### config.mk
export PLATFORM = sky130hd
export DESIGN_NAME = proj_index_sequencer
export DESIGN_NICKNAME = d
export VERILOG_FILES = /design/src/rtl/proj_pkg.sv /design/src/rtl/proj_wrap_counter.sv /design/src/rtl/proj_index_sequencer.sv
export SDC_FILE = /design/constraint.sdc
export NUM_CORES = 1
export LEC_CHECK = 0
export CORE_MARGIN = 1
export CORE_UTILIZATION = 46
export DETAILED_ROUTE_END_ITERATION = 6
export GPL_TIMING_DRIVEN = 1
export PLACE_DENSITY = 0.82
export SLEW_MARGIN = 20
export SYNTH_ARGS = -nofsm -noshare
export SYNTH_HDL_FRONTEND = slang
export SYNTH_SLANG_ARGS = --single-unit
### constraint.sdc
create_clock -name clk -period 5.3 [get_ports clk]
set_input_delay 1.06 -clock clk [delete_from_list [all_inputs] [get_ports clk]]
set_output_delay 1.06 -clock clk [all_outputs]
set_load 0.005 [all_outputs]
### src/rtl/proj_pkg.sv
// proj_pkg: shared sizing constants and types for the FM index sequencer.
//   FM_BUFFER_SIZE : maximum entries per feature-map buffer
//   NUM_FM_BUF     : number of feature-map buffers swept per run
//   IDX_W / BUF_W  : derived index and buffer-select widths
//   seq_state_t    : sequencer FSM state encoding
package proj_pkg;

  localparam int unsigned FM_BUFFER_SIZE = 16;
  localparam int unsigned NUM_FM_BUF     = 4;
  localparam int unsigned IDX_W          = $clog2(FM_BUFFER_SIZE);
  localparam int unsigned BUF_W          = (NUM_FM_BUF > 1) ? $clog2(NUM_FM_BUF) : 1;

  typedef enum logic [1:0] {
    IDLE = 2'd0,
    RUN  = 2'd1,
    DONE = 2'd2
  } seq_state_t;

endpackage

### src/rtl/proj_wrap_counter.sv
// proj_wrap_counter: W-bit counter that wraps at a programmable limit.
//   clk_i, rst_i : clock, synchronous active-high reset
//   clr_i        : force count to 0 (highest priority after reset)
//   en_i         : step the counter by one
//   limit_i      : last value of an ascending sweep (wrap point)
//   count_o      : registered count
//   wrap_o       : count sits on its final value (limit, or 0 when counting down)
// With PROJ_IDX_SEQ_REVERSE_EN defined, two extra inputs appear:
//   load_i       : force count to limit_i
//   down_i       : count down from limit_i to 0 and reload limit_i on wrap
module proj_wrap_counter #(
  parameter int W = 4
) (
  input  logic         clk_i,
  input  logic         rst_i,
  input  logic         clr_i,
  input  logic         en_i,
`ifdef PROJ_IDX_SEQ_REVERSE_EN
  input  logic         load_i,
  input  logic         down_i,
`endif
  input  logic [W-1:0] limit_i,
  output logic [W-1:0] count_o,
  output logic         wrap_o
);

  logic [W-1:0] count_q;
  logic [W-1:0] count_d;
  logic         down_s;
  logic         load_s;

`ifdef PROJ_IDX_SEQ_REVERSE_EN
  assign down_s = down_i;
  assign load_s = load_i;
`else
  assign down_s = 1'b0;
  assign load_s = 1'b0;
`endif

  assign wrap_o  = down_s ? (count_q == {W{1'b0}}) : (count_q == limit_i);
  assign count_o = count_q;

  // Next count: clear, load, or step with wrap back to the sweep origin.
  always_comb begin
    count_d = count_q;
    if (clr_i) begin
      count_d = {W{1'b0}};
    end else if (load_s) begin
      count_d = limit_i;
    end else if (en_i) begin
      if (wrap_o) begin
        count_d = down_s ? limit_i : {W{1'b0}};
      end else begin
        count_d = down_s ? (count_q - W'(1)) : (count_q + W'(1));
      end
    end else begin
      count_d = count_q;
    end
  end

  // Count register.
  always_ff @(posedge clk_i) begin
    if (rst_i) begin
      count_q <= {W{1'b0}};
    end else begin
      count_q <= count_d;
    end
  end

endmodule

### src/rtl/proj_index_sequencer.sv
// proj_index_sequencer: sweeps index/buf_sel across len entries of nbuf
// feature-map buffers, with start/abort control and valid/advance stalling.
//   clk, rst        : clock, synchronous active-high reset
//   start, abort    : begin a run (IDLE only) / drop the run without done
//   cfg_len         : entries per buffer, clamped to 1..FM_BUFFER_SIZE at start
//   cfg_nbuf        : buffers per run, clamped to 1..NUM_BUF at start
//   advance         : downstream accepts the current beat
//   busy, valid     : run in progress / index and buf_sel are meaningful
//   index, buf_sel  : current entry and buffer
//   last_in_buf     : current beat is the final entry of its buffer
//   finished_count  : one-cycle pulse after the final beat is accepted
// Optional build macro PROJ_IDX_SEQ_REVERSE_EN adds input dir (latched at
// start); dir=1 sweeps each buffer from len-1 down to 0.
module proj_index_sequencer #(
  parameter int FM_BUFFER_SIZE = proj_pkg::FM_BUFFER_SIZE,
  parameter int NUM_BUF        = proj_pkg::NUM_FM_BUF,
  parameter int IDX_W          = $clog2(FM_BUFFER_SIZE),
  parameter int BUF_W          = (NUM_BUF > 1) ? $clog2(NUM_BUF) : 1
) (
  input  logic             clk,
  input  logic             rst,
  input  logic             start,
  input  logic             abort,
  input  logic [IDX_W:0]   cfg_len,
  input  logic [BUF_W:0]   cfg_nbuf,
  input  logic             advance,
`ifdef PROJ_IDX_SEQ_REVERSE_EN
  input  logic             dir,
`endif
  output logic             busy,
  output logic             valid,
  output logic [IDX_W-1:0] index,
  output logic [BUF_W-1:0] buf_sel,
  output logic             last_in_buf,
  output logic             finished_count
);

  import proj_pkg::*;

  localparam logic [IDX_W:0] LEN_MAX  = (IDX_W+1)'(FM_BUFFER_SIZE);
  localparam logic [BUF_W:0] NBUF_MAX = (BUF_W+1)'(NUM_BUF);

  seq_state_t       state_q, state_d;
  logic [IDX_W:0]   len_q, len_d;
  logic [BUF_W:0]   nbuf_q, nbuf_d;
  logic             busy_q, busy_d;
  logic             valid_q, valid_d;
  logic             fin_q, fin_d;

  logic [IDX_W:0]   len_clamp_s;
  logic [BUF_W:0]   nbuf_clamp_s;
  logic [IDX_W:0]   cur_len_s;
  logic [IDX_W-1:0] idx_limit_s;
  logic [BUF_W-1:0] buf_limit_s;
  logic             accept_s;
  logic             ctr_init_s;
  logic             idx_wrap_s;
  logic             buf_wrap_s;
  logic             idx_clr_s;
  logic [IDX_W-1:0] idx_count_s;
  logic [BUF_W-1:0] buf_count_s;

`ifdef PROJ_IDX_SEQ_REVERSE_EN
  logic             dir_q, dir_d;
  logic             down_s;
  logic             idx_load_s;

  // Before a run is latched the counter must already see the incoming direction.
  assign down_s     = (state_q == IDLE) ? dir : dir_q;
  assign idx_clr_s  = ctr_init_s & ~down_s;
  assign idx_load_s = ctr_init_s & down_s;
`else
  assign idx_clr_s  = ctr_init_s;
`endif

  assign accept_s = valid_q & advance;

  // Out-of-range configuration falls back to the full-size sweep.
  always_comb begin
    if ((cfg_len == {(IDX_W+1){1'b0}}) || (cfg_len > LEN_MAX)) begin
      len_clamp_s = LEN_MAX;
    end else begin
      len_clamp_s = cfg_len;
    end
    if ((cfg_nbuf == {(BUF_W+1){1'b0}}) || (cfg_nbuf > NBUF_MAX)) begin
      nbuf_clamp_s = NBUF_MAX;
    end else begin
      nbuf_clamp_s = cfg_nbuf;
    end
  end

  // In IDLE the index counter is preloaded from the incoming config, not the stale latch.
  assign cur_len_s   = (state_q == IDLE) ? len_clamp_s : len_q;
  assign idx_limit_s = IDX_W'(cur_len_s - (IDX_W+1)'(1));
  assign buf_limit_s = BUF_W'(nbuf_q - (BUF_W+1)'(1));

  proj_wrap_counter #(.W(IDX_W)) u_idx_ctr (
    .clk_i   (clk),
    .rst_i   (rst),
    .clr_i   (idx_clr_s),
    .en_i    (accept_s),
`ifdef PROJ_IDX_SEQ_REVERSE_EN
    .load_i  (idx_load_s),
    .down_i  (down_s),
`endif
    .limit_i (idx_limit_s),
    .count_o (idx_count_s),
    .wrap_o  (idx_wrap_s)
  );

  proj_wrap_counter #(.W(BUF_W)) u_buf_ctr (
    .clk_i   (clk),
    .rst_i   (rst),
    .clr_i   (ctr_init_s),
    .en_i    (accept_s & idx_wrap_s),
`ifdef PROJ_IDX_SEQ_REVERSE_EN
    .load_i  (1'b0),
    .down_i  (1'b0),
`endif
    .limit_i (buf_limit_s),
    .count_o (buf_count_s),
    .wrap_o  (buf_wrap_s)
  );

  // FSM next state, config latch and registered-output next values.
  always_comb begin
    state_d    = state_q;
    len_d      = len_q;
    nbuf_d     = nbuf_q;
    ctr_init_s = 1'b0;
`ifdef PROJ_IDX_SEQ_REVERSE_EN
    dir_d      = dir_q;
`endif
    case (state_q)
      IDLE: begin
        if (abort) begin
          state_d = IDLE;
        end else if (start) begin
          state_d    = RUN;
          len_d      = len_clamp_s;
          nbuf_d     = nbuf_clamp_s;
          ctr_init_s = 1'b1;
`ifdef PROJ_IDX_SEQ_REVERSE_EN
          dir_d      = dir;
`endif
        end else begin
          state_d = IDLE;
        end
      end
      RUN: begin
        // abort outranks an acceptance in the same cycle
        if (abort) begin
          state_d    = IDLE;
          ctr_init_s = 1'b1;
        end else if (accept_s && idx_wrap_s && buf_wrap_s) begin
          state_d = DONE;
        end else begin
          state_d = RUN;
        end
      end
      DONE: begin
        state_d    = IDLE;
        ctr_init_s = abort;
      end
      default: begin
        state_d    = IDLE;
        ctr_init_s = 1'b1;
      end
    endcase
    busy_d  = (state_d != IDLE);
    valid_d = (state_d == RUN);
    fin_d   = (state_d == DONE);
  end

  // State, configuration and status registers.
  always_ff @(posedge clk) begin
    if (rst) begin
      state_q <= IDLE;
      len_q   <= LEN_MAX;
      nbuf_q  <= NBUF_MAX;
      busy_q  <= 1'b0;
      valid_q <= 1'b0;
      fin_q   <= 1'b0;
`ifdef PROJ_IDX_SEQ_REVERSE_EN
      dir_q   <= 1'b0;
`endif
    end else begin
      state_q <= state_d;
      len_q   <= len_d;
      nbuf_q  <= nbuf_d;
      busy_q  <= busy_d;
      valid_q <= valid_d;
      fin_q   <= fin_d;
`ifdef PROJ_IDX_SEQ_REVERSE_EN
      dir_q   <= dir_d;
`endif
    end
  end

  assign busy           = busy_q;
  assign valid          = valid_q;
  assign index          = idx_count_s;
  assign buf_sel        = buf_count_s;
  assign last_in_buf    = valid_q & idx_wrap_s;
  assign finished_count = fin_q;

endmodule

; Word-level counts from Yosys, hierarchy flattened
; Index checks and enable logic that the tools add are counted.
[op_classes]
addsub = 4
magnitude_cmp = 2
n_eq_ne = 6
mux = 14
n_bitwise = 4
reduce_logical = 10
[op_table]
columns = operator, n
row1 = $mux 4, 3
row2 = $mux 2, 4
row3 = $gt 5x5->1 const B, 1
row4 = $logic_not 5->1, 1
row5 = $mux 1, 5
row6 = $add 4x1->4 const B, 1
row7 = $eq 2x1->1 const B, 2
row8 = $eq 2x2->1 const B, 2
row9 = $eq 4x4->1, 1
row10 = $pmux 2 s2, 1
row11 = $sub 4x1->4 const B, 1
row12 = $and 1x1->1, 3
row13 = $gt 3x3->1 const B, 1
row14 = $logic_not 3->1, 1
row15 = $pmux 1 s3, 1
row16 = $reduce_and 3->1, 1
row17 = $add 2x1->2 const B, 1
row18 = $eq 2x2->1, 1
row19 = $logic_and 1x1->1, 2
row20 = $logic_not 2->1, 1
row21 = $logic_or 1x1->1, 2
row22 = $reduce_bool 2->1, 1
row23 = $reduce_or 2->1, 1
row24 = $sub 2x1->2 const B, 1
row25 = $not 1->1, 1
[totals]
ff_bits = 17
input_bits = 13
output_inout_bits = 10
elab_cells = 48

; Depth between registers and ports, before layout
[depth]
ltp_word = 12
mapped_depth = 9
depth_no_buf = 8

; By module
; A second synthesis with hierarchy kept.
[unflattened]
hier_cells = 112
hier_area_um2 = 1081.0
[modules_own_cells]
columns = module, instances, cells_each, area_each_um2
row1 = proj_index_sequencer, 1, 70, 646.9
row2 = proj_wrap_counter (u_idx_ctr), 1, 28, 307.8
row3 = proj_wrap_counter (u_buf_ctr), 1, 14, 126.4

; Least setup slack after synthesis
; OpenSTA, ideal clock, no wires.
[synth_path]
path_type = input -> output
start = in cfg_len[4]
end = out last_in_buf
arrival_time_ns = 2.248
path_slack_ns = 1.992
cell_stages = 6
n_path_buf = 0
cell_sequence = nand3b_2 -> and3_1 -> nor4b_1 -> o21a_1 -> o21ai_0 -> nor2_1
[synth_between]
elab_chain_len = 7
elab_cells_between_ends = 8
classes_between = 1 x add/sub / 1 x order compare / 1 x eq/ne / 2 x mux / 1 x bitwise / 2 x reduce/logical
[synth_lines]
columns = item, line
row1 = "start, declared", proj_index_sequencer.sv:24  ; input logic [IDX_W:0] cfg_len,
row2 = $gt 5x5->1 or $logic_not 5->1 (tied branches), proj_index_sequencer.sv:80  ; if ((cfg_len == {(IDX_W+1){1'b0}}) || (cfg_len > LEN_MAX)) begin
row3 = $logic_or 1x1->1 *, proj_index_sequencer.sv:80
row4 = $mux 4 *, proj_index_sequencer.sv:80
row5 = $mux 4 *, proj_index_sequencer.sv:93  ; assign cur_len_s = (state_q == IDLE) ? len_clamp_s : len_q;
row6 = $sub 4x1->4 *, proj_index_sequencer.sv:94  ; assign idx_limit_s = IDX_W'(cur_len_s - (IDX_W+1)'(1));
row7 = $eq 4x4->1 *, proj_wrap_counter.sv:40  ; assign wrap_o = down_s ? (count_q == {W{1'b0}}) : (count_q == limit_i);
row8 = $and 1x1->1 *, proj_index_sequencer.sv:204  ; assign last_in_buf = valid_q & idx_wrap_s;
row9 = "end, declared", proj_index_sequencer.sv:34  ; output logic last_in_buf,
; Every way passes the cells marked *; elsewhere a longest branch is shown, timed or not.

; Worst setup path after layout
; Same ends and word-level chain as after synthesis.

==> impl_summary.txt <==
----------------------------------------------------
[Floorplanning]
  Number of top-level pins ... 23
  Number of rows in the core area ... 17
  Die width ... 50.2 um
  Effective utilization at floorplan ... roughly half
  Total Die Area ... approximately 2500 um2
  Core Box Area ... 2190 um2
  Height of the chip ... 50.2 um

[Synthesis]
  Async SR Flop Fraction ... 0%
  Cell Area, Synth ... 1070 um2
  Post-synth net total ... 146
  Total of flip-flops plus latches after synthesis ... 17
  Synth Warn # ... 0
  Synth top area share ... 31.9%
  Synth unique cells ... 45
  Part of the Yosys area used for sequential elements ... 31.9%
  Number of synthesized flops with an enable pin ... 0
  Ranking of synthesized cells by area ... dfxtp_1, nand3b_1, a21oi_1, ha_1, nand2_1
  Gate Count Post-Synth ... 129
  Average size of a mapped cell ... 8.27 um2
  Predominant post-synthesis flop cell ... dfxtp_1
  Most area-hungry cell type in the Yosys netlist ... dfxtp_1

[Clocking]
  Total clock sinks ... 17
  Clock latency on the worst-skew pair ... around 0.30 ns
  Maximum count of clock buffers along a single path ... 2
  Hold-fix buffer count after cts ... 0
  Clock edge transition at the registers on the reported setup and hold paths ... 0.11 ns
  Clock root buffer ... clkbuf_4
  Count of H-tree levels built during CTS ... 1
  Inserted Clock Buffers ... 3
  Clock tree from TritonCTS ... built
  Buffers inserted by post-CTS timing repair ... 0
  Post_cts resized ... 0

[Timing]
  Final number of max-transition violations ... 0
  Summed negative setup slack over all endpoints ... 0 ns
  Max Fclk ... 216 MHz
  Final critical-path share of the clock period ... 87.4%
  Post-Route Skew ... between 0.004 and 0.005 ns
  Setup Viol. Count Final ... 0
  Setup repair after global routing missed its margin ... no
  Worst-Margin Slew ... 0.624 ns
  Post-layout minimum cycle time ... 4.63 ns
  Hold violation total from the final report ... 0
  Relative slew slack ... 58.3%

[Routing]
  Total iterations of the first detailed-routing run ... 4
  Total wire length ... 2310 um
  Detail-routed net length per standard cell ... 12.9 um
  Routed vias/inst ... 5.60
  Post-DRT Antenna Nets ... 0
  Drt initial violations ... 12
  Via count ... between 1000 and 1500
  DRC violation count after routing ... 0

[Job]
  Max-cap violations ... 0

[Outcome]
  Status ... completed

[Placed design]
  Placed Instance Area ... 1310 um2
  Dpl hpwl ... 1750 um
  Count of placed standard cells including taps ... 175
  Weighted congestion at the end of routability-driven global placement ... 0.783
  IO buf count ... 22

[Worst setup path]
  Worst EP arrival ... 3.57 ns
  Most frequent cell on the critical path ... clkdlybuf4s50_1
  Worst Path Required ... between 4 and 5 ns
  Largest fanout of any net on the critical path ... 7
  Classification of the worst setup path ... primary input to output port
  Cell breakdown of the critical path ... clkdlybuf4s50_1, nand3b_2, and3_1, nor4b_1, o21a_1, o21ai_0, nor2_1, clkdlybuf4s50_1
  Critical Path End Type ... output port
  Max stage delay cell, worst path ... clkdlybuf4s50_1
  Crit path largest cell delay ... between 0.5 and 0.6 ns
  Startpoint types ... primary input

[Layout]
  Area of all placed cells without fillers ... 1340 um2
  Layout Area Growth over Synthesis ... 25.1%
  Utilization after layout ... between 60 and 70%
  Post-layout net count ... 169
  Count of antenna diodes in the layout ... 0
  Total of fill cells in the finished design ... 208
  Fin cells ... 179
  Layout cell share with drive strength beyond 1 ... 7.95%

[Min path]
  Type of the worst min-delay path ... flop to flop

[Global routing]
  Via count of the first global-routing pass ... ~930
  Antenna violations before repair ... 0
  GRT Resource Usage Total ... 20.9%
  Pin count of the biggest net entering global routing ... 12
  Remaining global-route overflow ... 0
  Wire length of the first global-routing pass ... about 4000 um

[Power and ir drop]
  Static Leakage ... 0.000468 uW
  Maximum VDD drop ... 0.175 mV
  Power per cell area ... 190 nW/um2

----------------------------------------------------
==> layer usage <==
layer,share of wire (%),vias to the layer above,GRT usage [%]
met3,3.1,5,3.64
met2,46,26,33.1
met4,1.7,0,8.57
li1,-,519,-
met5,0,-,0
met1,49,452,27.9
==> cells in the final DEF (no fill, tap or decap), types with 3 or more instances in the layout <==
cell type / netlist / layout
a21oi_1: 11 / 11
mux2i_1: 3 / 3
inv_1: 5 / 5
dfxtp_1: 17 / 17
o211ai_1: 3 / 3
ha_1: 4 / 4
nor2_1: 6 / 6
nor3_1: 5 / 5
nand2b_1: 4 / 4
clkdlybuf4s50_1: 0 / 22
nand3b_1: 8 / 8
xnor2_1: 3 / 3
clkbuf_4: 0 / 3
nand2_1: 13 / 13
o21ai_0: 5 / 5
==> critical path: cells and delay by family <==
| kind | cells | cell delay [ns] |
|---|---|---|
| simple gates | 4 | 1.13 |
| compound gates | 2 | 0.38 |
| buf+inv | 2 | 1.00 |
==> area by class of cell <==
cell class,instances,area [um2],share of cell area [%]
inverters,5,18.8,1.41
clock inverters,1,7.51,0.562
clock buffers,3,22.5,1.69
repair buffers,23,228,17.1
flip-flops and latches,17,340,25.5
well taps,28,35.0,2.62
multi-input cells,102,683,51.2
==> final timing paths <==
check | cells past startpoint | slack, ns | to | startpoint
min reg2reg | 2 | 0.47 | len_q[3]$_SDFFE_PP0P_ | len_q[3]$_SDFFE_PP0P_
min | 2 | 0.47 | len_q[3]$_SDFFE_PP0P_ | len_q[3]$_SDFFE_PP0P_
max | 8 | 0.67 | last_in_buf | cfg_len[4]
max reg2reg | 8 | 2.68 | state_q[0]$_SDFF_PP0_ | state_q[1]$_SDFF_PP0_
==> per-stage QoR <==
stage / power [uW] / setup slack (ns) / hold WS [ns]
2_1_floorplan: 165 / 1.99 / 0.432
3_3_place_gp: 182 / 0.857 / 0.441
3_5_place_dp: 183 / 0.765 / 0.455
4_1_cts: 256 / 0.685 / 0.471
5_1_grt: 268 / 0.529 / 0.494
6_report: 253 / 0.668 / 0.467
==> flip-flops by register name, indices dropped and copies added, names as in the netlist <==
signal and cells:
nbuf_q 2, len_q 4, busy 1, valid 1
u_buf_ctr.count_o 2, finished_count 1, u_idx_ctr.count_o 4, state_q 2
==> kinds of logic after synthesis <==
group / after synthesis / share of synthesized area (%)
flip-flops: 17 / 31.9
AND/OR/NAND/NOR: 57 / 31.3
multiplexers: 3 / 2.81
adder cells (fa/ha/maj): 4 / 4.69
AO/OA/AOI/OAI: 35 / 22.6
XOR/XNOR: 3 / 2.46
buffers and inverters: 10 / 4.22
==> cells in the mapped netlist (2+ instances only) <==
master and count:
dfxtp_1 17, nand2_1 13, a21oi_1 11, nand3b_1 8, nor2_1 6, inv_1 5, nor3_1 5, o21ai_0 5
ha_1 4, nand2b_1 4, clkbuf_1 3, mux2i_1 3, o211ai_1 3, xnor2_1 3, and2b_1 2, and3_1 2
nand3_1 2, nor4_1 2, nor4b_1 2, o21a_1 2, o22ai_1 2, or2_2 2
==> power by group <==
part	leakage [uW]	internal [uW]	total, uW	switching, uW
registers	0.000138	131	133	2.42
clock network	0.0000139	28.8	72.7	43.9
logic	0.000317	23.7	47.6	23.8
No activity file was read; power rests on OpenSTA's default activity.
